===== src/rtl/bcd_pkg.sv =====
// ----------------------------------------------------------------------------
// bcd_pkg
// Shared definitions for the four-digit binary-to-BCD converter:
//   state_t      - converter FSM states (IDLE, SHIFT)
//   DIGIT_ERR    - digit code shown on every position when the value is too big
//   DIGIT_BLANK  - digit code that the display scanner renders as dark
//   DEFAULT_MAX  - largest value four decimal digits can show
//   apply_blank  - leading-zero blanking of a packed {d3,d2,d1,d0} BCD word
// ----------------------------------------------------------------------------
package bcd_pkg;

    typedef enum logic {
        IDLE  = 1'b0,
        SHIFT = 1'b1
    } state_t;

    localparam logic [3:0]  DIGIT_ERR   = 4'he;
    localparam logic [3:0]  DIGIT_BLANK = 4'hf;
    localparam int unsigned DEFAULT_MAX = 9999;

    // Replace zeros above the most significant nonzero digit with the blank
    // code. The units digit is never touched, so zero still reads "0".
    function automatic logic [15:0] apply_blank(input logic [15:0] bcd,
                                                input logic        en);
        logic [15:0] r;
        r = bcd;
        if (en && bcd[15:12] == 4'd0) begin
            r[15:12] = DIGIT_BLANK;
            if (bcd[11:8] == 4'd0) begin
                r[11:8] = DIGIT_BLANK;
                if (bcd[7:4] == 4'd0) begin
                    r[7:4] = DIGIT_BLANK;
                end
            end
        end
        return r;
    endfunction

endpackage


===== src/rtl/bin_to_bcd4_if.sv =====
// ----------------------------------------------------------------------------
// bin_to_bcd4_if
// Request/result bundle of the binary-to-BCD converter.
//   start, bin, blank_lz   - conversion request (master -> slave)
//   busy, done, ovf        - status (slave -> master)
//   l0..l3                 - digit codes, l0 rightmost (slave -> master)
// The converter is the slave; whoever requests conversions is the master.
// ----------------------------------------------------------------------------
interface bin_to_bcd4_if #(
    parameter int WIDTH = 14
) ();

    logic             start;
    logic [WIDTH-1:0] bin;
    logic             blank_lz;
    logic             busy;
    logic             done;
    logic             ovf;
    logic [3:0]       l0;
    logic [3:0]       l1;
    logic [3:0]       l2;
    logic [3:0]       l3;

    modport master (
        output start, bin, blank_lz,
        input  busy, done, ovf, l0, l1, l2, l3
    );

    modport slave (
        input  start, bin, blank_lz,
        output busy, done, ovf, l0, l1, l2, l3
    );

endinterface


===== src/rtl/bcd_add3.sv =====
// ----------------------------------------------------------------------------
// bcd_add3
// Double-dabble digit correction: a BCD digit of 5 or more gets 3 added so
// that the following left shift carries correctly into the next decade.
//   d - scratch BCD digit before the shift
//   q - corrected digit
// ----------------------------------------------------------------------------
module bcd_add3 (
    input  logic [3:0] d,
    output logic [3:0] q
);

    assign q = (d >= 4'd5) ? d + 4'd3 : d;

endmodule


===== src/rtl/bin_to_bcd4.sv =====
// ----------------------------------------------------------------------------
// bin_to_bcd4
// Sequential double-dabble converter from a WIDTH-bit unsigned value to four
// display digit codes, one shift step per clock.
//   clk  - clock, all state changes on the rising edge
//   rst  - synchronous active-high reset
//   bus  - bin_to_bcd4_if slave: start/bin/blank_lz in, busy/done/ovf/l0..l3
// A request is taken only in IDLE. The visible digits and ovf are held in an
// output buffer that changes only on the final shift edge, together with a
// one-cycle done pulse.
// ----------------------------------------------------------------------------
module bin_to_bcd4
    import bcd_pkg::*;
#(
    parameter int          WIDTH   = 14,
    parameter int unsigned MAX_VAL = DEFAULT_MAX
) (
    input logic          clk,
    input logic          rst,
    bin_to_bcd4_if.slave bus
);

    localparam int            CW        = $clog2(WIDTH + 1);
    localparam logic [CW-1:0] LAST_STEP = CW'(WIDTH - 1);

    state_t           state_q;
    state_t           state_d;
    logic [CW-1:0]    cnt_q;
    logic [WIDTH-1:0] bin_q;       // remaining binary bits, MSB shifts out
    logic [15:0]      bcd_q;       // scratch BCD digits {d3,d2,d1,d0}
    logic             blank_q;
    logic             ovf_pend_q;  // captured value above MAX_VAL
    logic             lost_q;      // a '1' was shifted out above d3
    logic             done_q;
    logic             ovf_q;
    logic [15:0]      disp_q;      // visible digits {l3,l2,l1,l0}

    logic [15:0]      bcd_adj;
    logic [15:0]      bcd_next;
    logic             last_step;
    logic             ovf_final;

    for (genvar i = 0; i < 4; i++) begin : g_add3
        bcd_add3 u_add3 (
            .d (bcd_q[4*i +: 4]),
            .q (bcd_adj[4*i +: 4])
        );
    end

    assign bcd_next  = {bcd_adj[14:0], bin_q[WIDTH-1]};
    assign last_step = (state_q == SHIFT) && (cnt_q == LAST_STEP);
    // The thousands digit can only overflow for values of 10000 and up; treat
    // that as overflow too, so a MAX_VAL above 9999 cannot show wrong digits.
    assign ovf_final = ovf_pend_q | lost_q | bcd_adj[15];

    // ------------------------------------------------------------------
    // FSM
    // ------------------------------------------------------------------
    always_ff @(posedge clk) begin
        // NOTE: registers are written with <= so every flop samples the
        // pre-edge values; blocking = here would create order-dependent races.
        if (rst) begin
            state_q <= IDLE;
        end else begin
            state_q <= state_d;
        end
    end

    always_comb begin
        // NOTE: default assigned first so no path leaves state_d unassigned,
        // which would otherwise infer a latch.
        state_d = state_q;
        case (state_q)
            IDLE:    if (bus.start) state_d = SHIFT;
            SHIFT:   if (last_step) state_d = IDLE;
            default: state_d = IDLE;
        endcase
    end

    // ------------------------------------------------------------------
    // Datapath: capture, shift and output buffer
    // ------------------------------------------------------------------
    always_ff @(posedge clk) begin
        if (rst) begin
            // NOTE: the scratch and counter are reset as well as the outputs,
            // so an aborted conversion leaves nothing stale behind.
            cnt_q      <= '0;
            bin_q      <= '0;
            bcd_q      <= '0;
            blank_q    <= 1'b0;
            ovf_pend_q <= 1'b0;
            lost_q     <= 1'b0;
            done_q     <= 1'b0;
            ovf_q      <= 1'b0;
            disp_q     <= '0;
        end else begin
            done_q <= 1'b0;
            case (state_q)
                IDLE: begin
                    if (bus.start) begin
                        bin_q      <= bus.bin;
                        blank_q    <= bus.blank_lz;
                        ovf_pend_q <= 32'(bus.bin) > MAX_VAL;
                        lost_q     <= 1'b0;
                        cnt_q      <= '0;
                        bcd_q      <= '0;
                    end
                end
                SHIFT: begin
                    bcd_q  <= bcd_next;
                    bin_q  <= bin_q << 1;
                    cnt_q  <= cnt_q + CW'(1);
                    lost_q <= lost_q | bcd_adj[15];
                    if (last_step) begin
                        done_q <= 1'b1;
                        ovf_q  <= ovf_final;
                        disp_q <= ovf_final ? {4{DIGIT_ERR}}
                                            : apply_blank(bcd_next, blank_q);
                    end
                end
                default: ;
            endcase
        end
    end

    assign bus.busy = (state_q == SHIFT);
    assign bus.done = done_q;
    assign bus.ovf  = ovf_q;
    assign bus.l0   = disp_q[3:0];
    assign bus.l1   = disp_q[7:4];
    assign bus.l2   = disp_q[11:8];
    assign bus.l3   = disp_q[15:12];

endmodule


===== src/flat_wrapper.sv =====
// flat-port wrapper written by rule: the top's interface ports become plain ports
module bin_to_bcd4_flat import bcd_pkg::*;
#(
    parameter int          WIDTH   = 14,
    parameter int unsigned MAX_VAL = DEFAULT_MAX
)
  (clk, rst, bus_start, bus_bin, bus_blank_lz, bus_busy, bus_done, bus_ovf, bus_l0, bus_l1, bus_l2, bus_l3);
  bin_to_bcd4_if #(.WIDTH(WIDTH)) bus_i ();
  input logic clk;
  input logic rst;
  input wire logic [$bits(bus_i.start)-1:0] bus_start;
  input wire logic [$bits(bus_i.bin)-1:0] bus_bin;
  input wire logic [$bits(bus_i.blank_lz)-1:0] bus_blank_lz;
  output wire logic [$bits(bus_i.busy)-1:0] bus_busy;
  output wire logic [$bits(bus_i.done)-1:0] bus_done;
  output wire logic [$bits(bus_i.ovf)-1:0] bus_ovf;
  output wire logic [$bits(bus_i.l0)-1:0] bus_l0;
  output wire logic [$bits(bus_i.l1)-1:0] bus_l1;
  output wire logic [$bits(bus_i.l2)-1:0] bus_l2;
  output wire logic [$bits(bus_i.l3)-1:0] bus_l3;
  assign bus_i.start = bus_start;
  assign bus_i.bin = bus_bin;
  assign bus_i.blank_lz = bus_blank_lz;
  assign bus_busy = bus_i.busy;
  assign bus_done = bus_i.done;
  assign bus_ovf = bus_i.ovf;
  assign bus_l0 = bus_i.l0;
  assign bus_l1 = bus_i.l1;
  assign bus_l2 = bus_i.l2;
  assign bus_l3 = bus_i.l3;
  bin_to_bcd4 #(.WIDTH(WIDTH), .MAX_VAL(MAX_VAL)) u_core (.clk(clk), .rst(rst), .bus(bus_i));
endmodule

===== config.mk =====
export PLATFORM = sky130hd
export DESIGN_NAME = bin_to_bcd4_flat
export DESIGN_NICKNAME = d
export VERILOG_FILES = /design/src/rtl/bcd_pkg.sv /design/src/rtl/bin_to_bcd4_if.sv /design/src/rtl/bcd_add3.sv /design/src/rtl/bin_to_bcd4.sv /design/src/flat_wrapper.sv
export SDC_FILE = /design/constraint.sdc
export NUM_CORES = 1
export LEC_CHECK = 0
export BUFFER_PORTS_ARGS = -buffer_cell sky130_fd_sc_hd__buf_2
export CORE_MARGIN = 1
export CORE_UTILIZATION = 25
export CTS_BUF_LIST = sky130_fd_sc_hd__clkbuf_4
export DETAILED_ROUTE_END_ITERATION = 12
export SYNTH_ARGS = -nofsm -noshare
export SYNTH_HDL_FRONTEND = slang
export SYNTH_HIERARCHICAL = 1
export SYNTH_SLANG_ARGS = --single-unit

===== constraint.sdc =====
create_clock -name clk -period 2.2 [get_ports clk]
set_input_delay 0.22 -clock clk [delete_from_list [all_inputs] [get_ports clk]]
set_output_delay 0.22 -clock clk [all_outputs]
set_load 0.01 [all_outputs]

# [Yosys cells after proc, flatten, opt, wreduce, memory -nomap -nowiden]
# Index checks and enable logic that the tools add are counted.
[classes] div_mod_pow=0 mul=0 n_shift=0 order_cmp=5 n_mux=20 n_reduce_logical=8 eq_ne=2 bitwise=4 add_sub_neg=5
[op_table] cell="$mux W16" n=2
[op_table] cell="$pmux W16 S2" n=1
[op_table] cell="$pmux W14 S2" n=1
[op_table] cell="$mux W4" n=6
[op_table] cell="$add A4 B2 Y4 const B" n=4
[op_table] cell="$ge A4 B3 Y1 const B" n=4
[op_table] cell="$gt A14 B14 Y1 const B" n=1
[op_table] cell="$mux W14" n=1
[op_table] cell="$logic_not A4 Y1" n=3
[op_table] cell="$mux W12" n=1
[op_table] cell="$mux W8" n=1
[op_table] cell="$pmux W4 S2" n=1
[op_table] cell="$add A4 B1 Y4 const B" n=1
[op_table] cell="$eq A4 B4 Y1 const B" n=1
[op_table] cell="$mux W1" n=4
[op_table] cell="$pmux W1 S2" n=2
[op_table] cell="$reduce_and A2 Y1" n=2
[op_table] cell="$or A1 B1 Y1" n=3
[op_table] cell="$logic_and A1 B1 Y1" n=2
[op_table] cell="$ne A2 B2 Y1 const B" n=1
[op_table] cell="$reduce_or A2 Y1" n=1
[op_table] cell="$not A1 Y1" n=1
[word_totals] mem_bits_ro=0 word_cells=54 latchBits=0 ram_bits=0 input_bits=18 regBits=56 memories=0

# [Logic depth before layout (Yosys ltp)]
[logic_depth] ltp_word=7 depth_mapped=9

# [Modules after synthesis]
# Netlist, hierarchy kept.
[by_module_without_submodules] module="bin_to_bcd4" cells_each=272 seq_area_each_um2=1121.1 area_per_inst_um2=2347.3 n_inst=1
[by_module_without_submodules] module="bcd_add3" cells_each=16 seq_area_each_um2=0.0 area_per_inst_um2=101.3 n_inst=4

# [Least setup slack after synthesis]
# No wires, ideal clock.
[synth_timing] path_kind="register to register" start="register u_core.bcd_q[13]" end="register u_core.disp_q[4]" path_slack_ns=0.286 setup_time_ns=0.067 n_path_buf=0 stages_incl_launch_ff=10 arrival_time_ns=1.847 t_required_ns=2.133 path_cell_list="dfxtp_1 inv_1 ha_1 nand2b_1 a21oi_2 mux2i_1 nor4_4 nand4_1 a21o_1 a21oi_2"
[synth_between] elab_chain_len=6 elab_cells_between_ends=8 classes_between="add/sub: 1; order compare: 1; mux: 3; bitwise: 1; reduce/logical: 2"
[synth_rtl] element="start, declared" line_no="bin_to_bcd4.sv:30" source="logic [15:0] bcd_q;"
[synth_rtl] element="start signal, assigned" line_no="bin_to_bcd4.sv:110" source="bcd_q <= bcd_next;"
[synth_rtl] element="$add A4 B2 Y4 or $ge A4 B3 Y1 (tied branches)" line_no="bcd_add3.sv:13" source="assign q = (d >= 4'd5) ? d + 4'd3 : d;"
[synth_rtl] element="$mux W4 (*)" line_no="bcd_add3.sv:13"
[synth_rtl] element="net u_core.bcd_adj[13]" line_no="bin_to_bcd4.sv:38" source="logic [15:0] bcd_adj;"
[synth_rtl] element="$logic_not A4 Y1 (*)" line_no="bcd_pkg.sv:27" source="if (en && bcd[15:12] == 4'd0) begin"
[synth_rtl] element="$logic_and A1 B1 Y1 (*)" line_no="bcd_pkg.sv:27"
[synth_rtl] element="$mux W12 (*)" line_no="bcd_pkg.sv:27"
[synth_rtl] element="$mux W16 (*)" line_no="bin_to_bcd4.sv:117" source="disp_q <= ovf_final ? {4{DIGIT_ERR}}"
[synth_rtl] element="end signal, assigned" line_no="bin_to_bcd4.sv:117"
[synth_rtl] element="end, declared" line_no="bin_to_bcd4.sv:36" source="logic [15:0] disp_q;"
# The timed path passes the listed nets; every way through them passes the cells marked *.
# A chain may end at the register's enable or synchronous reset.

# [Worst setup path in the final report]
[layout_timing] start="register u_core.bcd_q[9]" end="register u_core.disp_q[8]"
[layout_between] elab_chain_len=6 elab_cells_between_ends=9 classes_between="add/sub: 1; order compare: 1; mux: 4; reduce/logical: 3"
[layout_rtl] element="$add A4 B2 Y4 or $ge A4 B3 Y1 (tied branches)" line_no="bcd_add3.sv:13"
[layout_rtl] element="$mux W4 (*)" line_no="bcd_add3.sv:13"
[layout_rtl] element="net u_core.bcd_adj[9]" line_no="bin_to_bcd4.sv:38"
[layout_rtl] element="$logic_not A4 Y1 (*)" line_no="bcd_pkg.sv:29" source="if (bcd[11:8] == 4'd0) begin"
[layout_rtl] element="$mux W8 (*)" line_no="bcd_pkg.sv:29"
[layout_rtl] element="$mux W12 (*)" line_no="bcd_pkg.sv:27"
[layout_rtl] element="$mux W16 (*)" line_no="bin_to_bcd4.sv:117"
# Marked as above.

==> flow_metrics.tcl <==
set metrics [dict create \
    cellPowerDensity_nw_per_um2 515 \
    routed_wl_um 5750 \
    synth.distinct_cells 39 \
    synth_ff_type "dfxtp_1" \
    skew_ps 26.0 \
    start_util 0.262 \
    slew_viol_final 0 \
    finalHoldViolCount 0 \
    start_kind "flop" \
    crit_arrival_ps 2350 \
    status "completed" \
    required_ps 2470 \
    fp.dieH_um 107 \
    final_cells 501 \
    final-setup-viol-count 0 \
    ys_warn_count 6 \
    cts_sinks 56 \
    timing.rr.start "u_core/bcd_q[9]" \
    antenna_cells 0 \
    fin_util 0.301 \
    combPwrFrac 0.093 \
    root_buffer "clkbuf_4" \
    grt_pass1_wl_um 9540 \
    cp_max_fo 3 \
    rows 37 \
    htreeDepth 2 \
    cts_buffers 5 \
    switching_power_uw 414 \
    synth_area_um2 2750 \
    core_area_um2 10500 \
    ant_nets 0 \
    cp-end-kind "flop" \
    viasPerCell 4.55 \
    area_growth_pct 14.8 \
    dpl.cell_count 491 \
    syn_inst 336 \
    crit_start "u_core/bcd_q[9]" \
    max_freq_ghz 0.481 \
    ys_seq_elements 56 \
    tns_ps 0 \
    clk_latency_ps 370 \
    worst_pin_slew_ps 709 \
    wl_per_cell_um 11.5 \
    grt_max_degree 73 \
    ys_async_sr_fraction 0 \
    regToRegSetupSlack_ps 120 \
    nFillCells 1143 \
    hp-class "in -> reg" \
    slew_headroom 0.527 \
    p_leak_uw 0.00128 \
    syn_nets 364 \
    final_nets 393 \
    cts_tree "yes" \
    via_count 2280 \
    power_frac_clock 0.261 \
    dieArea_um2 11400 \
    multi_input_area_um2 1510 \
    final-seq-area_um2 1130 \
    track_usage 0.103 \
    grt_overflow 0 \
    p_int_uw 1210 \
    cts.reportedPaths.clkPinSlew_ps 160 \
    die_x_um 107 \
    first_global_vias 2075 \
    drt_iter0_markers 94 \
    dr.pass1.iters 4 \
    ios 37 \
    yosysTopAreaCellShare 0.407 \
    layout-drive-gt1-share 0.189 \
    antenna_found_initial 0 \
    synth-edff-count 0 \
    fin_crit_sh 0.944 \
    path_class "reg -> reg" \
    synth_largest_area_cell "dfxtp_1" \
    avgSynthCellArea_um2 8.19 \
    p_seq_frac 0.646 \
    switching_share 0.254 \
    port_buffers 36 \
    synth-seq-area-share 0.407 \
    gp_congestion 0.747 \
    cts_max_path_buffers 2 \
    worstHoldStart "bus_blank_lz" \
    synthTopCellsByArea "dfxtp_1, nor2_1, mux2i_1" \
    irDropWorstVdd_v 0.000358 \
    route.detailed.drc 0 \
    layout_min_cycle_time_ps 2080 \
    dp_hpwl_um 3960 \
    cap_violations 0 \
]
-- layout by cell type, fill, tap and decap left out, types with 2 or more instances in the layout --
cell type / n
dfxtp_2: 5
o21ai_0: 5
nand2b_1: 9
clkbuf_4: 5
nand2_1: 23
nor3_1: 4
nor2_1: 74
inv_1: 13
dfxtp_1: 51
o22ai_1: 3
a21oi_2: 4
o21a_1: 6
nor4_2: 2
buf_2: 36
nand4_1: 2
nand3_1: 4
buf_12: 2
o21ai_1: 4
buf_4: 4
mux2i_1: 18
nor2b_1: 2
ha_1: 10
xnor2_2: 2
xnor2_1: 3
a22oi_1: 2
a211oi_1: 3
a21oi_1: 35
nor3b_1: 17
-- worst max-delay path: stages, from the launching register on --
cell and delay (ps):
dfxtp_2 360, inv_1 70, ha_1 170, nand2b_1 200, a21oi_4 210, mux2i_2 300, nor4_2 100, buf_4 140
a31oi_1 180, a2bb2oi_1 190, nor2_1 50
-- routing by layer --
metal	track usage	vias to the layer above	wire, µm
met4	0.0264	0	40
met5	0	-	0
met2	0.171	31	2620
met3	0.0201	5	167
li1	-	1191	-
met1	0.135	1053	2920
-- cells by family after synthesis --
| kind of cell | after synthesis | share of synthesized area |
|---|---|---|
| and+or+nand+nor | 144 | 0.254 |
| AOI/OAI and AO/OA | 69 | 0.150 |
| DFF | 56 | 0.407 |
| buffers and inverters | 33 | 0.0577 |
| muxes | 19 | 0.0691 |
| adders and majority gates | 10 | 0.0455 |
| xor gates and xnor gates | 5 | 0.0159 |
-- synthesized netlist by cell type, types with 2 or more instances --
master,number
nor2_1,74
dfxtp_1,56
a21oi_1,35
nand2_1,23
mux2i_1,19
nor3b_1,17
inv_1,13
ha_1,10
nand2b_1,10
clkbuf_1,8
buf_2,7
o21a_1,6
a21oi_2,5
o21ai_0,5
xnor2_1,5
nand3_1,4
nor3_1,4
o21ai_1,4
a211oi_1,3
buf_6,3
o22ai_1,3
a22oi_1,2
nand4_1,2
nor2b_1,2
nor4_1,2
-- per-stage QoR --
stage,hold WS [ps],setup WS [ps],cell area (µm²),total power (µW)
6_report,102,123,3160,1630
5_1_grt,67.2,-36.1,3160,1720
4_1_cts,71.7,55.7,3090,1660
3_5_place_dp,455,86.3,3040,1220
3_3_place_gp,448,204,3040,1220
2_1_floorplan,356,286,2750,1180
-- power groups by stage --
| stage | sequential, µW | clock (µW) | combinational (µW) |
|---|---|---|---|
| final | 1050 | 425 | 151 |
| after global routing | 1050 | 495 | 170 |
| after CTS | 1050 | 455 | 152 |
| after detailed placement | 1070 | 0 | 151 |
| after global placement | 1070 | 0 | 149 |
| after floorplan | 1070 | 0 | 111 |
-- flip-flops by register name, indices dropped and copies added (netlist names) --
signal / cells
u_core/bcd_q: 16
u_core/bus.ovf: 1
u_core/blank_q: 1
u_core/bus.done: 1
u_core/disp_q: 16
u_core/lost_q: 1
u_core/bus.busy: 1
u_core/bin_q: 14
u_core/cnt_q: 4
u_core/ovf_pend_q: 1
-- final timing paths --
check,end,cells after the start
max reg2reg,u_core/disp_q[8],10
min reg2reg,u_core/ovf_pend_q,2
min,u_core/blank_q,3
max,u_core/disp_q[8],10
-- cell type report --
| cell class | count | share of cell area |
|---|---|---|
| Inverter | 13 | 0.0154 |
| Multi-Input combinational cell | 247 | 0.479 |
| Timing Repair Buffer | 42 | 0.0792 |
| Clock buffer | 5 | 0.0119 |
| Clock inverter | 2 | 0.00396 |
| Tap cell | 136 | 0.0539 |
| Sequential cell | 56 | 0.357 |
-- timing repair --
item / in CTS / in global routing
buffers inserted: 0 / 3
resized for setup: 0 / 10
hold buffers: 0 / 0
endpoints found under the setup margin: 0 / 9
(Power assumes the default switching activity.)
